<file path="src/rtl/fetch_unit_pkg.sv">
// rtl/fetch_unit_pkg.sv - fetch stage states, NOP encoding and decoder opcode field codes
package fetch_unit_pkg;

    typedef enum logic [1:0] {
        IDLE = 2'd0,
        REQ  = 2'd1,
        WAIT = 2'd2,
        HOLD = 2'd3
    } fetch_state_t;

    localparam logic [31:0] NOP_INSTR = 32'h0000_0013;

    // instr[6:2] major opcode codes as seen by the decoder
    localparam logic [4:0] OPC_LOAD   = 5'b00000;
    localparam logic [4:0] OPC_OP_IMM = 5'b00100;
    localparam logic [4:0] OPC_AUIPC  = 5'b00101;
    localparam logic [4:0] OPC_STORE  = 5'b01000;
    localparam logic [4:0] OPC_OP     = 5'b01100;
    localparam logic [4:0] OPC_LUI    = 5'b01101;
    localparam logic [4:0] OPC_BRANCH = 5'b11000;
    localparam logic [4:0] OPC_JALR   = 5'b11001;
    localparam logic [4:0] OPC_JAL    = 5'b11011;

    // Fetch addresses are always word aligned
    function automatic logic [31:0] align_word(input logic [31:0] addr);
        return {addr[31:2], 2'b00};
    endfunction

endpackage

</file>
<file path="src/rtl/fetch_unit_instr_fields.sv">
// rtl/fetch_unit_instr_fields.sv - combinational opcode/ctrl split of an instruction word
module fetch_unit_instr_fields (
    input  logic [31:0] instr,
    output logic [4:0]  opcode,
    output logic [3:0]  ctrl
);

    // Bits the decoder takes from elsewhere; kept here only to mark them as intentionally unread
    logic unused_bits;

    assign opcode      = instr[6:2];
    assign ctrl        = {instr[30], instr[14:12]};
    assign unused_bits = ^{instr[31], instr[29:15], instr[11:7], instr[1:0]};

endmodule

</file>
<file path="src/rtl/fetch_unit.sv">
// rtl/fetch_unit.sv - single-outstanding instruction fetch stage; optional FETCH_MISALIGN_CHK_EN
module fetch_unit
    import fetch_unit_pkg::*;
#(
    parameter logic [31:0] RESET_PC = 32'h0000_0000
) (
    input  logic        clk,
    input  logic        rst,
    output logic        imem_req,
    output logic [31:0] imem_addr,
    input  logic        imem_rvalid,
    input  logic [31:0] imem_rdata,
    output logic        instr_valid,
    input  logic        instr_ready,
    output logic [31:0] instr,
    output logic [31:0] pc,
    output logic [4:0]  opcode,
    output logic [3:0]  ctrl,
    input  logic        redirect_valid,
    input  logic [31:0] redirect_pc,
    output logic        misalign_err
);

    fetch_state_t state;
    logic [31:0]  fetch_pc;
    logic         kill;
    logic [31:0]  target;
    logic         bad_redirect;
    logic         err_q;

    assign target = align_word(redirect_pc);

`ifdef FETCH_MISALIGN_CHK_EN
    assign bad_redirect = redirect_valid && (redirect_pc[1:0] != 2'b00);

    // Sticky misalignment flag; only reset clears it
    always_ff @(posedge clk or posedge rst) begin
        if (rst) begin
            err_q <= 1'b0;
        end else if (bad_redirect) begin
            err_q <= 1'b1;
        end
    end
`else
    logic unused_low;

    assign bad_redirect = 1'b0;
    assign err_q        = 1'b0;
    assign unused_low   = ^redirect_pc[1:0];
`endif

    assign misalign_err = err_q;
    assign imem_req     = (state == REQ);
    assign imem_addr    = fetch_pc;

    // Fetch sequencer: request, wait for response (dropping it if a redirect made it stale), hold for decoder
    always_ff @(posedge clk or posedge rst) begin
        if (rst) begin
            state       <= IDLE;
            fetch_pc    <= RESET_PC;
            kill        <= 1'b0;
            instr_valid <= 1'b0;
            instr       <= NOP_INSTR;
            pc          <= RESET_PC;
        end else if (bad_redirect) begin
            state       <= IDLE;
            kill        <= 1'b0;
            instr_valid <= 1'b0;
        end else begin
            case (state)
                IDLE: begin
                    if (redirect_valid) begin
                        fetch_pc <= target;
                    end
                    if (!err_q) begin
                        state <= REQ;
                    end
                end
                REQ: begin
                    // The pulse this cycle still carries the old address, so its response must be discarded
                    state <= WAIT;
                    if (redirect_valid) begin
                        fetch_pc <= target;
                        kill     <= 1'b1;
                    end
                end
                WAIT: begin
                    if (redirect_valid) begin
                        fetch_pc <= target;
                        if (imem_rvalid) begin
                            kill  <= 1'b0;
                            state <= REQ;
                        end else begin
                            kill <= 1'b1;
                        end
                    end else if (imem_rvalid) begin
                        if (kill) begin
                            kill  <= 1'b0;
                            state <= REQ;
                        end else begin
                            instr       <= imem_rdata;
                            pc          <= fetch_pc;
                            fetch_pc    <= fetch_pc + 32'd4;
                            instr_valid <= 1'b1;
                            state       <= HOLD;
                        end
                    end
                end
                HOLD: begin
                    if (redirect_valid) begin
                        fetch_pc    <= target;
                        instr_valid <= 1'b0;
                        state       <= REQ;
                    end else if (instr_ready) begin
                        instr_valid <= 1'b0;
                        state       <= REQ;
                    end
                end
                default: state <= IDLE;
            endcase
        end
    end

    fetch_unit_instr_fields u_fields (
        .instr  (instr),
        .opcode (opcode),
        .ctrl   (ctrl)
    );

endmodule

</file>
<file path="config.mk">
export PLATFORM = sky130hd
export DESIGN_NAME = fetch_unit
export DESIGN_NICKNAME = d
export VERILOG_FILES = /design/src/rtl/fetch_unit_pkg.sv /design/src/rtl/fetch_unit_instr_fields.sv /design/src/rtl/fetch_unit.sv
export SDC_FILE = /design/constraint.sdc
export NUM_CORES = 1
export LEC_CHECK = 0
export CAP_MARGIN = 20
export CORE_ASPECT_RATIO = 0.5
export CORE_MARGIN = 2
export CORE_UTILIZATION = 48
export DETAILED_ROUTE_END_ITERATION = 6
export PLACE_DENSITY = 0.91
export SETUP_SLACK_MARGIN = 0.1
export SLEW_MARGIN = 20
export SYNTH_ARGS = -nofsm -noshare
export SYNTH_HDL_FRONTEND = slang
export SYNTH_SLANG_ARGS = --single-unit
</file>
<file path="constraint.sdc">
create_clock -name clk -period 6.27 [get_ports clk]
set_input_delay 1.254 -clock clk [delete_from_list [all_inputs] [get_ports clk]]
set_output_delay 1.254 -clock clk [all_outputs]
set_load 0.01 [all_outputs]
</file>
==> run summary <==
Slew @ Worst Pin: 1.05 ns
Die W: 142 µm
Final Hold Vio Count: 0
RSZ-0062 raised after global routing: no
DRT Wirelength: 12800 µm
syn_area_per_cell: 8.57 µm²
Post-DRT Antenna Nets: 0
Synth Area in Simple Gates: 28.5%
Fin Setup TNS: 0 ns
CTS H-Tree Depth: 3
Synth top area share: 50.9%
Port Buffers: 169
CTS tree: done
EDFF count, synth: 0
design area: 6590 µm²
share of cells above drive strength 1: 4.82%
Final #Nets: 753
global-route wire length before repair: 20100 µm
DR vias: 4422
CP required: 6.48 ns
Setup crit end kind: flip-flop
row count: 25
synth top area cells: dfrtp_1, nand2_1, buf_4, a21oi_1, nand3_1
Post-Synth Adder-Cell Area: 1.37%
cts hold-fix bufs: 0
core area: 9350 µm²
initial drt markers: 533
Pwr Density: 376 nW/µm²
die height: 73.0 µm
critical path type: input pin to flip-flop
initial antenna violation count: 0
routability congestion estimate: 0.891
Initial DRT Pass Iterations: 7
Yosys warning count: 0
endpoints failing setup: 0
DPL Wire Length: 8880 µm
Bufs on Longest Clock Path: 2
vias per inst: 5.49
setup bufs post-CTS: 0
Setup Skew: 0.00608 ns
Min-Delay Path Class: flip-flop to flip-flop
full die area: 10400 µm²
CP arrival: 4.21 ns
clk_lat worst skew: 0.34 ns
Cell Chain, Critical Path: clkdlybuf4s50_1 -> nand2b_1 -> nor3_2 -> buf_4 -> nand4_1 -> o22ai_1 -> a21oi_1
commonest register cell after synthesis: dfrtp_1
run status: finished, final reports clean
cell taking the most area after synthesis: dfrtp_1
Ports: 177
Ant. Diodes: 0
Post-Synthesis Cell Area: 4570 µm²
Critical Path Source Type: input pin
distinct cell type count of the synthesized netlist: 48
post-cts sizing count: 0
final worst-path cycle share: 63.7%
crit path time final: 3.99 ns
pre-CTS setup slack: 1.99 ns
Starting Density: 48.8%
Slew Limit Fails: 0
total grt overflow: 0
Slew HR: 30.0%
post-synthesis xor/xnor area fraction: 1.15%
complex-gate fraction of the synthesized area: 10.6%
Root Buffer: clkbuf_16
flops & latches, synth: 96
Post-synth ARST share: 100%
slowest library cell on the worst path: clkdlybuf4s50_1
number of global-route vias before repair: 4024
pin count of the biggest net entering global routing: 73
Critical Path Fanout Max: 66
# DRC: 0
largest family of logic cells by synthesized area: simple AND/OR/NAND/NOR gates
Max Clock Freq: 0.250 GHz
overall track demand over capacity in global routing: 24.4%
P_leak: 3.00 nW
final worst slack: 2.28 ns
max cap viols: 0
Peak VDD IR: 0.000169 V
area grow syn2layout: 44.2%
Layout Cells excl Fill: 805
register area share after synthesis: 52.7%
mux cell area share after synthesis: 0.219%
CP max stage delay: 0.96 ns
placed instance area: 6250 µm²
CTS Sinks: 96
placed cells: 789
CTS buffer count: 9
Worst-path clk slew: 0.06 ns
Gate Count Post-Synth: 533
WL per Instance: 15.9 µm
-- flip-flops by register name, indices dropped and copies added (netlist names) --
register and cells:
imem_addr 30, instr 32, instr_valid 1, kill 1, pc 30, state 2
-- worst max-delay path: cells and delay by family --
family	cells	cell delay, ns
and+or+nand+nor	3	1.13
buffers and inverters	2	1.53
AOI/OAI and AO/OA	2	0.29
-- layout by cell type, fill, tap and decap left out, types with 2 or more instances in the layout --
cell and n:
or3_1 2, ha_1 5, nand3_1 20, a2bb2oi_1 2, clkinv_2 2, a41oi_1 2, o22ai_1 10, nor3_1 7
or4_4 2, nor2_1 13, and3_1 7, nor4_1 4, buf_4 5, dfstp_2 3, nor4_4 2, a21oi_1 22
dfrtp_1 93, a311oi_1 3, o21ai_0 20, o22a_1 2, and4_1 2, xnor2_1 2, inv_1 5, nand3b_1 3
clkbuf_16 9, xor2_1 4, bufinv_16 3, o41ai_1 2, a31oi_1 4, nand2_1 217, a22oi_1 3, nand4_1 9
clkdlybuf4s50_1 169, conb_1 5
-- final cells by class --
cell class,count,area [µm²]
clock buffer,10,229
sequential,96,2410
clock inverter,6,108
inverter,6,25.0
multi-input combinational,392,1940
timing repair buffer,174,1730
tap,121,151
fill,692,2770
-- routing by layer --
| layer | part of all wire [%] | vias to the layer above | routed length (µm) | global-route usage, % |
|---|---|---|---|---|
| met5 | 0 | - | 0 | 0 |
| met4 | 1.4 | 0 | 176 | 6.89 |
| met3 | 7.8 | 25 | 999 | 5.97 |
| met2 | 49 | 223 | 6260 | 41.5 |
| met1 | 42 | 2105 | 5340 | 31.6 |
| li1 | - | 2069 | - | - |
-- kinds of logic after synthesis --
group | count (synthesis)
AO/OA/AOI/OAI | 78
XOR/XNOR | 6
adder cells (fa/ha/maj) | 5
buffers and inverters | 49
flip-flops | 96
multiplexers | 1
other | 1
AND/OR/NAND/NOR | 297
-- cells in the mapped netlist, drive strengths merged, types with 3 or more instances --
library cell,n
ha,5
xor2,4
nand3b,3
a31oi,4
nand2,218
a21oi,22
buf,21
nor2,13
inv,6
o21ai,20
o22ai,10
dfrtp,93
nor4,6
or4,3
nor3,8
a311oi,3
clkbuf,22
dfstp,3
a22oi,3
nand4,9
nand3,21
and3,7
-- final timing paths --
kind / cells after the start / endpoint / slack [ns] / from
max: 7 / imem_addr[30] / 2.28 / redirect_valid
min: 2 / instr[1] / 0.46 / instr[1]
max reg2reg: 8 / imem_addr[30] / 3.65 / state[0]
min reg2reg: 2 / instr[1] / 0.46 / instr[1]
max in group asynchronous: 3 / state[1] / 3.84 / rst
min in group asynchronous: 2 / pc[21] / 1.22 / rst
-- metrics by stage --
step / hold slack (ns) / total power [mW] / util [%]
6_report: 0.460 / 2.48 / 70.4
5_1_grt: 0.469 / 2.61 / 70.4
4_1_cts: 0.460 / 2.50 / 70.4
3_5_place_dp: 0.451 / 1.87 / 66.8
3_3_place_gp: 0.447 / 1.83 / 66.8
2_1_floorplan: 0.465 / 1.35 / -
-- power breakdown --
group	internal, mW	switching, mW	total (mW)
combinational	0.502	0.385	0.887
clock	0.389	0.230	0.618
sequential	0.818	0.154	0.972
Note: power is estimated with default switching activity, not from simulation.
